$ cat src/rtl/viterbi_ctrl_if.sv
// Handshake and datapath-control bundle between the Viterbi sequencer and its
// ACS array, survivor memory, symbol source and decoded-bit consumer.
interface viterbi_ctrl_if #(
  parameter int unsigned TB_DEPTH = 16
);
  localparam int unsigned AW = (TB_DEPTH > 1) ? $clog2(TB_DEPTH) : 1;

  logic          sym_valid;
  logic          sym_ready;
  logic [3:0]    pm_msb;
  logic          acs_en;
  logic          norm_sel;
  logic          sm_wr_en;
  logic [AW-1:0] sm_waddr;
  logic [AW-1:0] sm_raddr;
  logic [3:0]    sm_rdata;
  logic          bit_valid;
  logic          bit_ready;
  logic          bit_out;
  logic          blk_done;

  // Controller side.
  modport master (
    input  sym_valid, pm_msb, sm_rdata, bit_ready,
    output sym_ready, acs_en, norm_sel, sm_wr_en, sm_waddr, sm_raddr,
           bit_valid, bit_out, blk_done
  );

  // Datapath / source / consumer side.
  modport slave (
    output sym_valid, pm_msb, sm_rdata, bit_ready,
    input  sym_ready, acs_en, norm_sel, sm_wr_en, sm_waddr, sm_raddr,
           bit_valid, bit_out, blk_done
  );
endinterface

$ cat src/rtl/viterbi_ctrl.sv
// Sequencer for a 4-state (K=3, rate-1/2) Viterbi decoder: accepts a block of
// symbols into the ACS array, traces back through survivor memory from state 0,
// then streams the decoded bits out oldest-first.
module viterbi_ctrl #(
  parameter int unsigned TB_DEPTH = 16
) (
  input logic          clk,
  input logic          rst_n,
  viterbi_ctrl_if.master bus
);
  localparam int unsigned AW = (TB_DEPTH > 1) ? $clog2(TB_DEPTH) : 1;
  localparam logic [AW-1:0] LastIdx = AW'(TB_DEPTH - 1);

  typedef enum logic [1:0] {StAccept, StTrace, StOutput} state_e;

  state_e              state_q, state_d;
  logic [AW-1:0]       wcnt_q, wcnt_d;
  logic [AW-1:0]       rcnt_q, rcnt_d;
  logic [AW-1:0]       ocnt_q, ocnt_d;
  logic [1:0]          tb_state_q, tb_state_d;
  logic [TB_DEPTH-1:0] lifo_q, lifo_d;
  logic                sym_fire, bit_fire;

  // Next-state, counters, LIFO and all controller outputs.
  always_comb begin
    state_d    = state_q;
    wcnt_d     = wcnt_q;
    rcnt_d     = rcnt_q;
    ocnt_d     = ocnt_q;
    tb_state_d = tb_state_q;
    lifo_d     = lifo_q;

    bus.sym_ready = (state_q == StAccept);
    bus.bit_valid = (state_q == StOutput);
    sym_fire      = bus.sym_valid & bus.sym_ready;
    bit_fire      = bus.bit_valid & bus.bit_ready;

    bus.acs_en    = sym_fire;
    bus.sm_wr_en  = sym_fire;
    // Normalize only when every metric has crossed 32, and only on an update.
    bus.norm_sel  = sym_fire & (&bus.pm_msb);
    bus.sm_waddr  = wcnt_q;
    bus.sm_raddr  = (state_q == StTrace) ? rcnt_q : '0;
    // LIFO bit 0 is the top: the bit of the oldest symbol of the block.
    bus.bit_out   = (state_q == StOutput) & lifo_q[0];
    bus.blk_done  = bit_fire & (ocnt_q == LastIdx);

    case (state_q)
      StAccept: begin
        if (sym_fire) begin
          if (wcnt_q == LastIdx) begin
            wcnt_d     = '0;
            rcnt_d     = LastIdx;
            tb_state_d = 2'b00;  // tail-terminated encoder ends in state 0
            state_d    = StTrace;
          end else begin
            wcnt_d = wcnt_q + 1'b1;
          end
        end
      end
      StTrace: begin
        // tb_state[1] is the input bit that led into this state.
        lifo_d     = {lifo_q[TB_DEPTH-2:0], tb_state_q[1]};
        tb_state_d = {tb_state_q[0], bus.sm_rdata[tb_state_q]};
        if (rcnt_q == '0) begin
          ocnt_d  = '0;
          state_d = StOutput;
        end else begin
          rcnt_d = rcnt_q - 1'b1;
        end
      end
      StOutput: begin
        if (bit_fire) begin
          lifo_d = {1'b0, lifo_q[TB_DEPTH-1:1]};
          if (ocnt_q == LastIdx) begin
            ocnt_d  = '0;
            state_d = StAccept;
          end else begin
            ocnt_d = ocnt_q + 1'b1;
          end
        end
      end
      default: state_d = StAccept;
    endcase
  end

  // State register with asynchronous clear of all partial block state.
  always_ff @(posedge clk or negedge rst_n) begin
    if (!rst_n) begin
      state_q    <= StAccept;
      wcnt_q     <= '0;
      rcnt_q     <= '0;
      ocnt_q     <= '0;
      tb_state_q <= 2'b00;
      lifo_q     <= '0;
    end else begin
      state_q    <= state_d;
      wcnt_q     <= wcnt_d;
      rcnt_q     <= rcnt_d;
      ocnt_q     <= ocnt_d;
      tb_state_q <= tb_state_d;
      lifo_q     <= lifo_d;
    end
  end
endmodule

$ cat src/flat_wrapper.sv
// flat-port wrapper written by rule: the top's interface ports become plain ports
module viterbi_ctrl_flat 
#(
  parameter int unsigned TB_DEPTH = 16
)
  (clk, rst_n, bus_sym_valid, bus_pm_msb, bus_sm_rdata, bus_bit_ready, bus_sym_ready, bus_acs_en, bus_norm_sel, bus_sm_wr_en, bus_sm_waddr, bus_sm_raddr, bus_bit_valid, bus_bit_out, bus_blk_done);
  viterbi_ctrl_if #(.TB_DEPTH(TB_DEPTH)) bus_i ();
  input logic clk;
  input logic rst_n;
  input wire logic [$bits(bus_i.sym_valid)-1:0] bus_sym_valid;
  input wire logic [$bits(bus_i.pm_msb)-1:0] bus_pm_msb;
  input wire logic [$bits(bus_i.sm_rdata)-1:0] bus_sm_rdata;
  input wire logic [$bits(bus_i.bit_ready)-1:0] bus_bit_ready;
  output wire logic [$bits(bus_i.sym_ready)-1:0] bus_sym_ready;
  output wire logic [$bits(bus_i.acs_en)-1:0] bus_acs_en;
  output wire logic [$bits(bus_i.norm_sel)-1:0] bus_norm_sel;
  output wire logic [$bits(bus_i.sm_wr_en)-1:0] bus_sm_wr_en;
  output wire logic [$bits(bus_i.sm_waddr)-1:0] bus_sm_waddr;
  output wire logic [$bits(bus_i.sm_raddr)-1:0] bus_sm_raddr;
  output wire logic [$bits(bus_i.bit_valid)-1:0] bus_bit_valid;
  output wire logic [$bits(bus_i.bit_out)-1:0] bus_bit_out;
  output wire logic [$bits(bus_i.blk_done)-1:0] bus_blk_done;
  assign bus_i.sym_valid = bus_sym_valid;
  assign bus_i.pm_msb = bus_pm_msb;
  assign bus_i.sm_rdata = bus_sm_rdata;
  assign bus_i.bit_ready = bus_bit_ready;
  assign bus_sym_ready = bus_i.sym_ready;
  assign bus_acs_en = bus_i.acs_en;
  assign bus_norm_sel = bus_i.norm_sel;
  assign bus_sm_wr_en = bus_i.sm_wr_en;
  assign bus_sm_waddr = bus_i.sm_waddr;
  assign bus_sm_raddr = bus_i.sm_raddr;
  assign bus_bit_valid = bus_i.bit_valid;
  assign bus_bit_out = bus_i.bit_out;
  assign bus_blk_done = bus_i.blk_done;
  viterbi_ctrl #(.TB_DEPTH(TB_DEPTH)) u_core (.clk(clk), .rst_n(rst_n), .bus(bus_i));
endmodule
$ cat config.mk
export PLATFORM = sky130hd
export DESIGN_NAME = viterbi_ctrl_flat
export DESIGN_NICKNAME = d
export VERILOG_FILES = /design/src/rtl/viterbi_ctrl_if.sv /design/src/rtl/viterbi_ctrl.sv /design/src/flat_wrapper.sv
export SDC_FILE = /design/constraint.sdc
export NUM_CORES = 1
export LEC_CHECK = 0
export ABC_AREA = 1
export BUFFER_PORTS_ARGS = -buffer_cell sky130_fd_sc_hd__buf_2
export CORE_UTILIZATION = 45
export DETAILED_ROUTE_END_ITERATION = 10
export PLACE_DENSITY_LB_ADDON = 0.08
export RECOVER_POWER = 25
export SLEW_MARGIN = 10
export SYNTH_ARGS = -nofsm -noshare
export SYNTH_HDL_FRONTEND = slang
export SYNTH_SLANG_ARGS = --single-unit
$ cat constraint.sdc
create_clock -name clk -period 3.2 [get_ports clk]
set_input_delay 0.64 -clock clk [delete_from_list [all_inputs] [get_ports clk]]
set_output_delay 0.64 -clock clk [all_outputs]
set_load 0.02 [all_outputs]
-- Word level (Yosys, flattened, before mapping)
Index checks and enable logic that the tools add are counted.
- equality and inequality tests: 10
- $add $sub $neg: 3
- order comparisons: 1
- bitwise logic cells: 5
- reduce and logical (&&, ||, !) cells: 11
- mux-type cells: 23
- operator list (operator ; number):
    4-bit two-way mux ; 8
    16-bit case mux with 2 select lines ; 1
    16-bit two-way mux ; 1
    4-bit case mux with 2 select lines ; 2
    2-bit two-way mux ; 7
    4-bit by 1-bit adder with 4-bit output (second input constant) ; 2
    4-bit == test (second input constant) ; 2
    2-bit by 1-bit != test with 1-bit output (second input constant) ; 4
    4-bit AND reduction ; 2
    2-bit case mux with 3 select lines ; 1
    3-bit AND reduction ; 2
    1-bit AND ; 5
    5-bit AND reduction ; 1
    4-bit logical NOT ; 1
    2-bit != test (second input constant) ; 2
    2-bit case mux with 2 select lines ; 1
    2-bit AND reduction ; 2
    2-bit nonzero test ; 2
    4-bit by 1-bit subtractor with 4-bit output (second input constant) ; 1
    2-bit by 3-bit less-than comparator with 1-bit output (second input constant) ; 1
    1-bit binary-select mux with 2-bit select ; 1
    2-bit by 1-bit == test with 1-bit output (second input constant) ; 1
    2-bit == test (second input constant) ; 1
    2-bit logical NOT ; 1
    1-bit two-way mux ; 1
- register bits after elaboration: 32
- output and inout port bits: 15
- bits of input ports: 12
- word-level logic and storage cells: 59

-- Longest topological paths before layout
Gate-level depths: netlist (run 1).
- depth in word-level cells: 4
- depth in mapped cells: 8
- depth with buffers taken out: 8

-- Worst setup path before layout (run 1)
Ideal clock, no wire load.
- path kind: register -> output
- from: reg u_core.state_q[0]
- to: out bus_bit_out
- arrival time: 1369 ps
- buffers on the path: 2
- cell stages (with the launch flop): 7
- data required time: 2560 ps
- slack: 1191 ps
- cells stage by stage: dfrtp_1 inv_1 ha_1 buf_4 buf_4 nand2_1 inv_1
- cells in the longest elaborated chain, start to end: 2
- RTL lines (what ; RTL line ; source):
    start: declaration ; viterbi_ctrl.sv:16 ; state_e state_q, state_d;
    start signal: assignment ; viterbi_ctrl.sv:90 ; state_q <= StAccept;
    start signal: assignment ; viterbi_ctrl.sv:97 ; state_q <= state_d;
    2-bit == test ; - ;
    via bus_bit_valid ; flat_wrapper.sv:20 ; output wire logic [$bits(bus_i.bit_valid)-1:0] bus_bit_valid;
    1-bit AND ; viterbi_ctrl.sv:45 ; bus.bit_out = (state_q == StOutput) & lifo_q[0];
    end: declaration ; flat_wrapper.sv:21 ; output wire logic [$bits(bus_i.bit_out)-1:0] bus_bit_out;
The timed path passes the listed nets, and every way through them passes these cells.

-- Worst setup path in the final report (run 1)
- from: reg u_core.state_q[0]
- to: out bus_blk_done
- cells in the longest elaborated chain, start to end: 3
- RTL lines (what ; RTL line ; source):
    2-bit == test ; viterbi_ctrl.sv:34 ; bus.bit_valid = (state_q == StOutput);
    1-bit AND ; viterbi_ctrl.sv:36 ; bit_fire = bus.bit_valid & bus.bit_ready;
    1-bit AND ; viterbi_ctrl.sv:46 ; bus.blk_done = bit_fire & (ocnt_q == LastIdx);
    end: declaration ; flat_wrapper.sv:22 ; output wire logic [$bits(bus_i.blk_done)-1:0] bus_blk_done;
No other way between the ends.

==> results of run 1 <==
-- cell type report --
type | count | area [sq um]
flip-flops and latches | 32 | 801
multi-input cells | 169 | 807
clock inverters | 2 | 10.0
fillers | 375 | 1730
repair buffers | 27 | 136
well taps | 48 | 60.1
clock buffers | 6 | 82.6
inverters | 23 | 86.3
-- routing by layer --
metal | vias to the layer above | part of all wire (%) | wire (um) | GRT usage [%]
li1 | 793 | - | - | -
met1 | 666 | 49 | 1660 | 22.3
met2 | 19 | 45 | 1550 | 31.4
met3 | 8 | 3.7 | 127 | 5.46
met4 | 0 | 2.2 | 74 | 9.17
met5 | - | 0 | 0 | 0
-- cells in the mapped netlist (all sizes together) --
library cell  number
nand2             84
dfrtp             32
nor2              27
inv               23
nand3             15
a31oi             12
o21ai             11
buf                8
ha                 7
nand4              3
xnor2              3
a21oi              2
o211ai             2
and3               1
o21bai             1
o22ai              1
-- kinds of logic (layout without fill, tap and decap cells) --
family          count (synthesis)  in the layout  share of synthesized area [%]
simple gates                  130            130                           29.8
xor+xnor                        3              3                           1.50
compound gates                 29             29                           9.62
fa+ha+maj                       7              7                           4.99
buf+inv                        31             58                           8.48
flops                          32             32                           45.6
-- power groups by stage --
stage / clock [mW] / combinational, mW / sequential, mW
2_1_floorplan: 0 / 0.478 / 0.691
3_3_place_gp: 0 / 0.615 / 0.690
3_5_place_dp: 0 / 0.626 / 0.688
4_1_cts: 0.332 / 0.629 / 0.681
5_1_grt: 0.351 / 0.719 / 0.705
6_report: 0.324 / 0.621 / 0.682
-- registers in the layout (all words and copies together) (netlist names) --
signal               cells
u_core.ocnt_q            4
u_core.tb_state_q        2
u_core.state_q           2
u_core.rcnt_q            4
u_core.lifo_q           16
u_core.bus.sm_waddr      4
-- worst paths after layout --
kind,start,endpoint,depth (start not counted)
setup / recovery,u_core.state_q[0],bus_blk_done,5
hold / removal,u_core.rcnt_q[0],u_core.rcnt_q[0],2
setup reg to reg,u_core.state_q[0],u_core.lifo_q[13],7
hold reg to reg,u_core.rcnt_q[0],u_core.rcnt_q[0],2
max in group asynchronous,rst_n,u_core.lifo_q[12],1
min in group asynchronous,rst_n,u_core.lifo_q[1],1
-- through the flow --
stage / setup WS, ns / util [%] / instance area (sq um) / instances
2_1_floorplan: 1.19 / - / 1760 / 232
3_3_place_gp: 1.16 / 50.9 / 1890 / 299
3_5_place_dp: 1.13 / 50.9 / 1890 / 299
4_1_cts: 0.812 / 53.4 / 1980 / 307
5_1_grt: 0.681 / 53.4 / 1980 / 307
6_report: 0.839 / 53.4 / 1980 / 307
-- tightest hold or removal path: cells and delay by family, from the launching register on --
kind / cells / cell delay [ns]
simple gates: 1 / 0.06
flops: 1 / 0.36
compound gates: 1 / 0.06
==> impl_metrics.py, run 1 <==
metrics = {
    "logic_synthesis": {
        "ys_ff_latch": 32,
        "yosysUniqueCellTypes": 21,
        "synth_nets": 251,
        "ys_warn_count": 0,
        "yosysTopAreaCell": "dfrtp_1",
        "ys_seq_area_share_pct": 45.6,
        "synth.cell_area_sq_um": 1760,
        "syn-instance-count": 232,
        "synth_top_cell_area_share_pct": 45.6,
        "postSynthAreaPerCell_sq_um": 7.57,
        "synth_area_leaders": "dfrtp_1 46%, nand2_1 17%, nor2_1 5.8%",
    },
    "worst_setup_path": {
        "critPathTopFamily": "adder cells",
        "cp_max_fo": 13,
        "crit_arrival_ns": 1.72,
        "slowest_stage": "ha_1",
        "cp.required_ns": 2.56,
        "r2r_setup_slack_ns": 1.21,
        "end_kind": "output port",
        "worstSetupPathType": "flop to output port",
        "cpPeakStageDelay_ns": 0.42,
        "path_cells": "inv_1 -> ha_1 -> nand2_1 -> nor2_1 -> buf_2",
        "crit_buf_inv": 2,
        "crit_path_start_kind": "flop",
    },
    "detailed_routing": {
        "drt_iter0_markers": 59,
        "via_per_inst": 4.84,
        "wl_um": 3420,
        "detail_route.wl_per_cell_um": 11.1,
        "drcViolationCount": 0,
        "num_vias": 1486,
        "ant_nets": 0,
        "drt_pass1_iterations": 6,
    },
    "clocking": {
        "cts_hold_buf": 0,
        "h-tree-depth": 2,
        "clockBufferDepth": 2,
        "cts_tree": "yes",
        "path_clk_slew_ns": 0.06,
        "cts_buffers": 5,
        "clk_latency_ns": 0.29,
        "clockRootBuffer": "clkbuf_8",
        "post-cts-setup-buffers": 0,
        "cts_num_sinks": 32,
        "cts_resized": 0,
    },
    "timing": {
        "hold_viol": 0,
        "clock.fmax_ghz": 0.424,
        "setup-violations-final": 0,
        "finClkSkew_ns": 0.00719,
        "holdWs_ns": 0.517,
        "finalMaxSlewViolations": 33,
        "grt_setup_unrepaired": "false",
        "slew_headroom_pct": -15.3,
        "fin_crit_sh_pct": 73.8,
        "setup_tns_ns": 0,
        "fin_crit_ns": 2.36,
        "tightest_slew_ns": 1.73,
    },
    "finish": {
        "final_cell_mix": "81 x nand2_1, 32 x dfrtp_1, 27 x nor2_1",
        "final_common_cell": "nand2_1",
        "fin_nets": 277,
        "insertedDiodeCount": 0,
        "drive_gt1_share_pct": 14.7,
        "area_delta_synth_final_pct": 12.9,
    },
    "power_and_ir_drop": {
        "power_per_cell_area_nw_per_um2": 820,
        "power_frac_comb_pct": 38.2,
        "pwr-share-seq_pct": 41.9,
        "power_mw": 1.63,
        "p_leak_nw": 1.05,
        "power_frac_clock_pct": 19.9,
        "power_switching_mw": 0.676,
        "vdd_drop_max_mv": 0.398,
        "p_sw_share_pct": 41.6,
        "internal_power_mw": 0.951,
    },
    "floorplan": {
        "ios": 27,
        "die-area_sq_um": 4160,
        "die_x_um": 64.5,
        "start_util_pct": 47.3,
        "num_rows": 22,
        "design.core.area_sq_um": 3720,
        "die_y_um": 64.5,
    },
    "outcome": {
        "violations": "max-capacitance violations, max-slew violations",
        "outcome": "complete, but fails checks",
    },
    "min_path": {
        "worstHoldPathType": "flop to flop",
    },
    "grt": {
        "antenna_found_initial": 0,
        "grt_overflow_total": 0,
        "grt_pass1_wl_um": 5970,
        "grt_usage_pct": 18.9,
        "grt_max_degree": 33,
        "grt_pass1_vias": 1432,
    },
    "place": {
        "dp_hpwl_um": 2390,
        "place_congestion": 0.815,
        "io_buffers": 26,
    },
    "job": {
        "cap_violations": 1,
    },
}
Note: power is estimated with default switching activity, not from simulation.
==> run 2: changes to the inputs <==
==> constraint.sdc (replaced) <==
create_clock -name clk -period 2.1 [get_ports clk]
set_input_delay 0.42 -clock clk [delete_from_list [all_inputs] [get_ports clk]]
set_output_delay 0.42 -clock clk [all_outputs]
set_load 0.02 [all_outputs]
==> impl_metrics.py, run 2 (same netlist as run 1, synthesis figures left out) <==
metrics = {
    "detailed_routing": {
        "drcViolationCount": 0,
        "drt_iter0_markers": 92,
        "detail_route.wl_per_cell_um": 10.8,
        "wl_um": 3350,
        "drt_pass1_iterations": 4,
        "ant_nets": 0,
        "num_vias": 1520,
        "via_per_inst": 4.92,
    },
    "timing": {
        "tightest_slew_ns": 1.73,
        "clock.fmax_ghz": 0.510,
        "fin_crit_sh_pct": 93.5,
        "setup_tns_ns": 0,
        "setup-violations-final": 0,
        "finalMaxSlewViolations": 33,
        "slew_headroom_pct": -15.3,
        "fin_crit_ns": 1.96,
        "hold_viol": 0,
        "grt_setup_unrepaired": "false",
        "finClkSkew_ns": 0.00383,
    },
    "finish": {
        "drive_gt1_share_pct": 15.3,
        "final_cell_mix": "81 x nand2_1, 32 x dfrtp_1, 27 x nor2_1",
        "insertedDiodeCount": 0,
        "final_cells": 309,
        "final_common_cell": "nand2_1",
        "utilization_pct": 54.3,
        "fillers": 371,
        "area_delta_synth_final_pct": 15.0,
        "regMostFlops": "u_core.lifo_q",
        "fin_nets": 279,
        "largest_reg_flops": 16,
    },
    "floorplan": {
        "ios": 27,
        "die_x_um": 64.5,
        "start_util_pct": 47.3,
        "num_rows": 22,
        "die-area_sq_um": 4160,
        "design.core.area_sq_um": 3720,
        "die_y_um": 64.5,
    },
    "power_and_ir_drop": {
        "p_leak_nw": 1.06,
        "power_per_cell_area_nw_per_um2": 1270,
        "vdd_drop_max_mv": 0.699,
    },
    "worst_setup_path": {
        "cp.required_ns": 1.68,
        "r2r_end": "u_core.lifo_q[14]",
        "crit_path_start_kind": "flop",
        "end_kind": "output port",
        "worstSetupPathType": "flop to output port",
        "crit_arrival_ns": 1.54,
        "r2r_setup_slack_ns": 0.43,
        "ff2ff_path_depth": 6,
        "cp_max_fo": 21,
        "r2r_start": "u_core.state_q[0]",
    },
    "grt": {
        "antenna_found_initial": 0,
        "grt_max_degree": 33,
        "grt_pass1_vias": 1306,
        "grt_overflow_total": 0,
        "grt_usage_pct": 18.7,
        "grt_pass1_wl_um": 5820,
    },
    "place": {
        "place_congestion": 0.832,
        "dp_hpwl_um": 2330,
        "io_buffers": 26,
        "dpl.cell_count": 301,
    },
    "clocking": {
        "cts_resized": 0,
        "cts_buffers": 5,
        "cts_num_sinks": 32,
        "cts_hold_buf": 0,
        "clockBufferDepth": 2,
        "cts_tree": "yes",
        "clockRootBuffer": "clkbuf_8",
        "post-cts-setup-buffers": 0,
        "clk_latency_ns": 0.28,
        "path_clk_slew_ns": 0.06,
        "h-tree-depth": 2,
    },
    "outcome": {
        "violations": "max-capacitance violations, max-slew violations",
        "outcome": "complete, but fails checks",
    },
    "min_path": {
        "min-delay-start": "bus_sym_valid",
        "worstHoldPathType": "primary input to flop",
        "min_path_cells": 4,
        "whs_endpoint": "u_core.bus.sm_waddr[1]",
    },
    "job": {
        "cap_violations": 1,
    },
}
[run 2: power breakdown]
| part | total [mW] | internal, mW | switching, mW |
|---|---|---|---|
| combinational | 0.953 | 0.355 | 0.598 |
| sequential | 1.04 | 0.844 | 0.195 |
| clock | 0.577 | 0.352 | 0.225 |
| total | 2.57 | 1.55 | 1.02 |
[run 2: worst max-delay path by stage]
stage | end | slack [ns] | startpoint | depth (start not counted)
2_1_floorplan | bus_bit_out | 0.31 | u_core.state_q[0] | 6
3_3_place_gp | u_core.lifo_q[14] | 0.40 | u_core.state_q[1] | 6
3_5_place_dp | u_core.lifo_q[14] | 0.35 | u_core.state_q[1] | 6
4_1_cts | bus_sm_raddr[2] | 0.06 | u_core.state_q[1] | 6
5_1_grt | bus_acs_en | 0.01 | u_core.state_q[1] | 5
6_report | bus_bit_out | 0.14 | u_core.state_q[0] | 6
[run 2: critical path, stage by stage (launching register included)]
cell,delay (ns)
dfrtp_1,0.41
inv_1,0.10
ha_1,0.27
buf_6,0.22
nand2_1,0.06
inv_1,0.04
buf_2,0.15
[run 2: final cells by class]
| cell class | instances | area, sq um | share of cell area (%) |
|---|---|---|---|
| Tap cell | 48 | 60.1 | 2.97 |
| Clock buffer | 6 | 72.6 | 3.59 |
| Sequential cell | 32 | 801 | 39.7 |
| Timing Repair Buffer | 29 | 155 | 7.68 |
| Clock inverter | 2 | 35.0 | 1.73 |
| Inverter | 23 | 86.3 | 4.28 |
| Multi-Input combinational cell | 169 | 810 | 40.1 |
[run 2: per-layer routing]
| metal | routed length, um | vias up | global-route usage [%] |
|---|---|---|---|
| met4 | 70 | 0 | 10.0 |
| met3 | 154 | 7 | 5.81 |
| met2 | 1510 | 31 | 28.6 |
| met1 | 1620 | 682 | 23.7 |
| met5 | 0 | - | 0 |
| li1 | - | 800 | - |
[run 2: per-stage QoR]
stage                     worst slack (ns)  hold slack (ns)  area, sq um  power, mW
after floorplan                      0.311            0.124         1760       1.78
after global placement               0.395            0.485         1910       2.00
after detailed placement             0.354            0.495         1910       2.00
after CTS                           0.0562            0.206         2010       2.60
after global routing                0.0107            0.546         2020       2.80
final                                0.138            0.500         2020       2.57
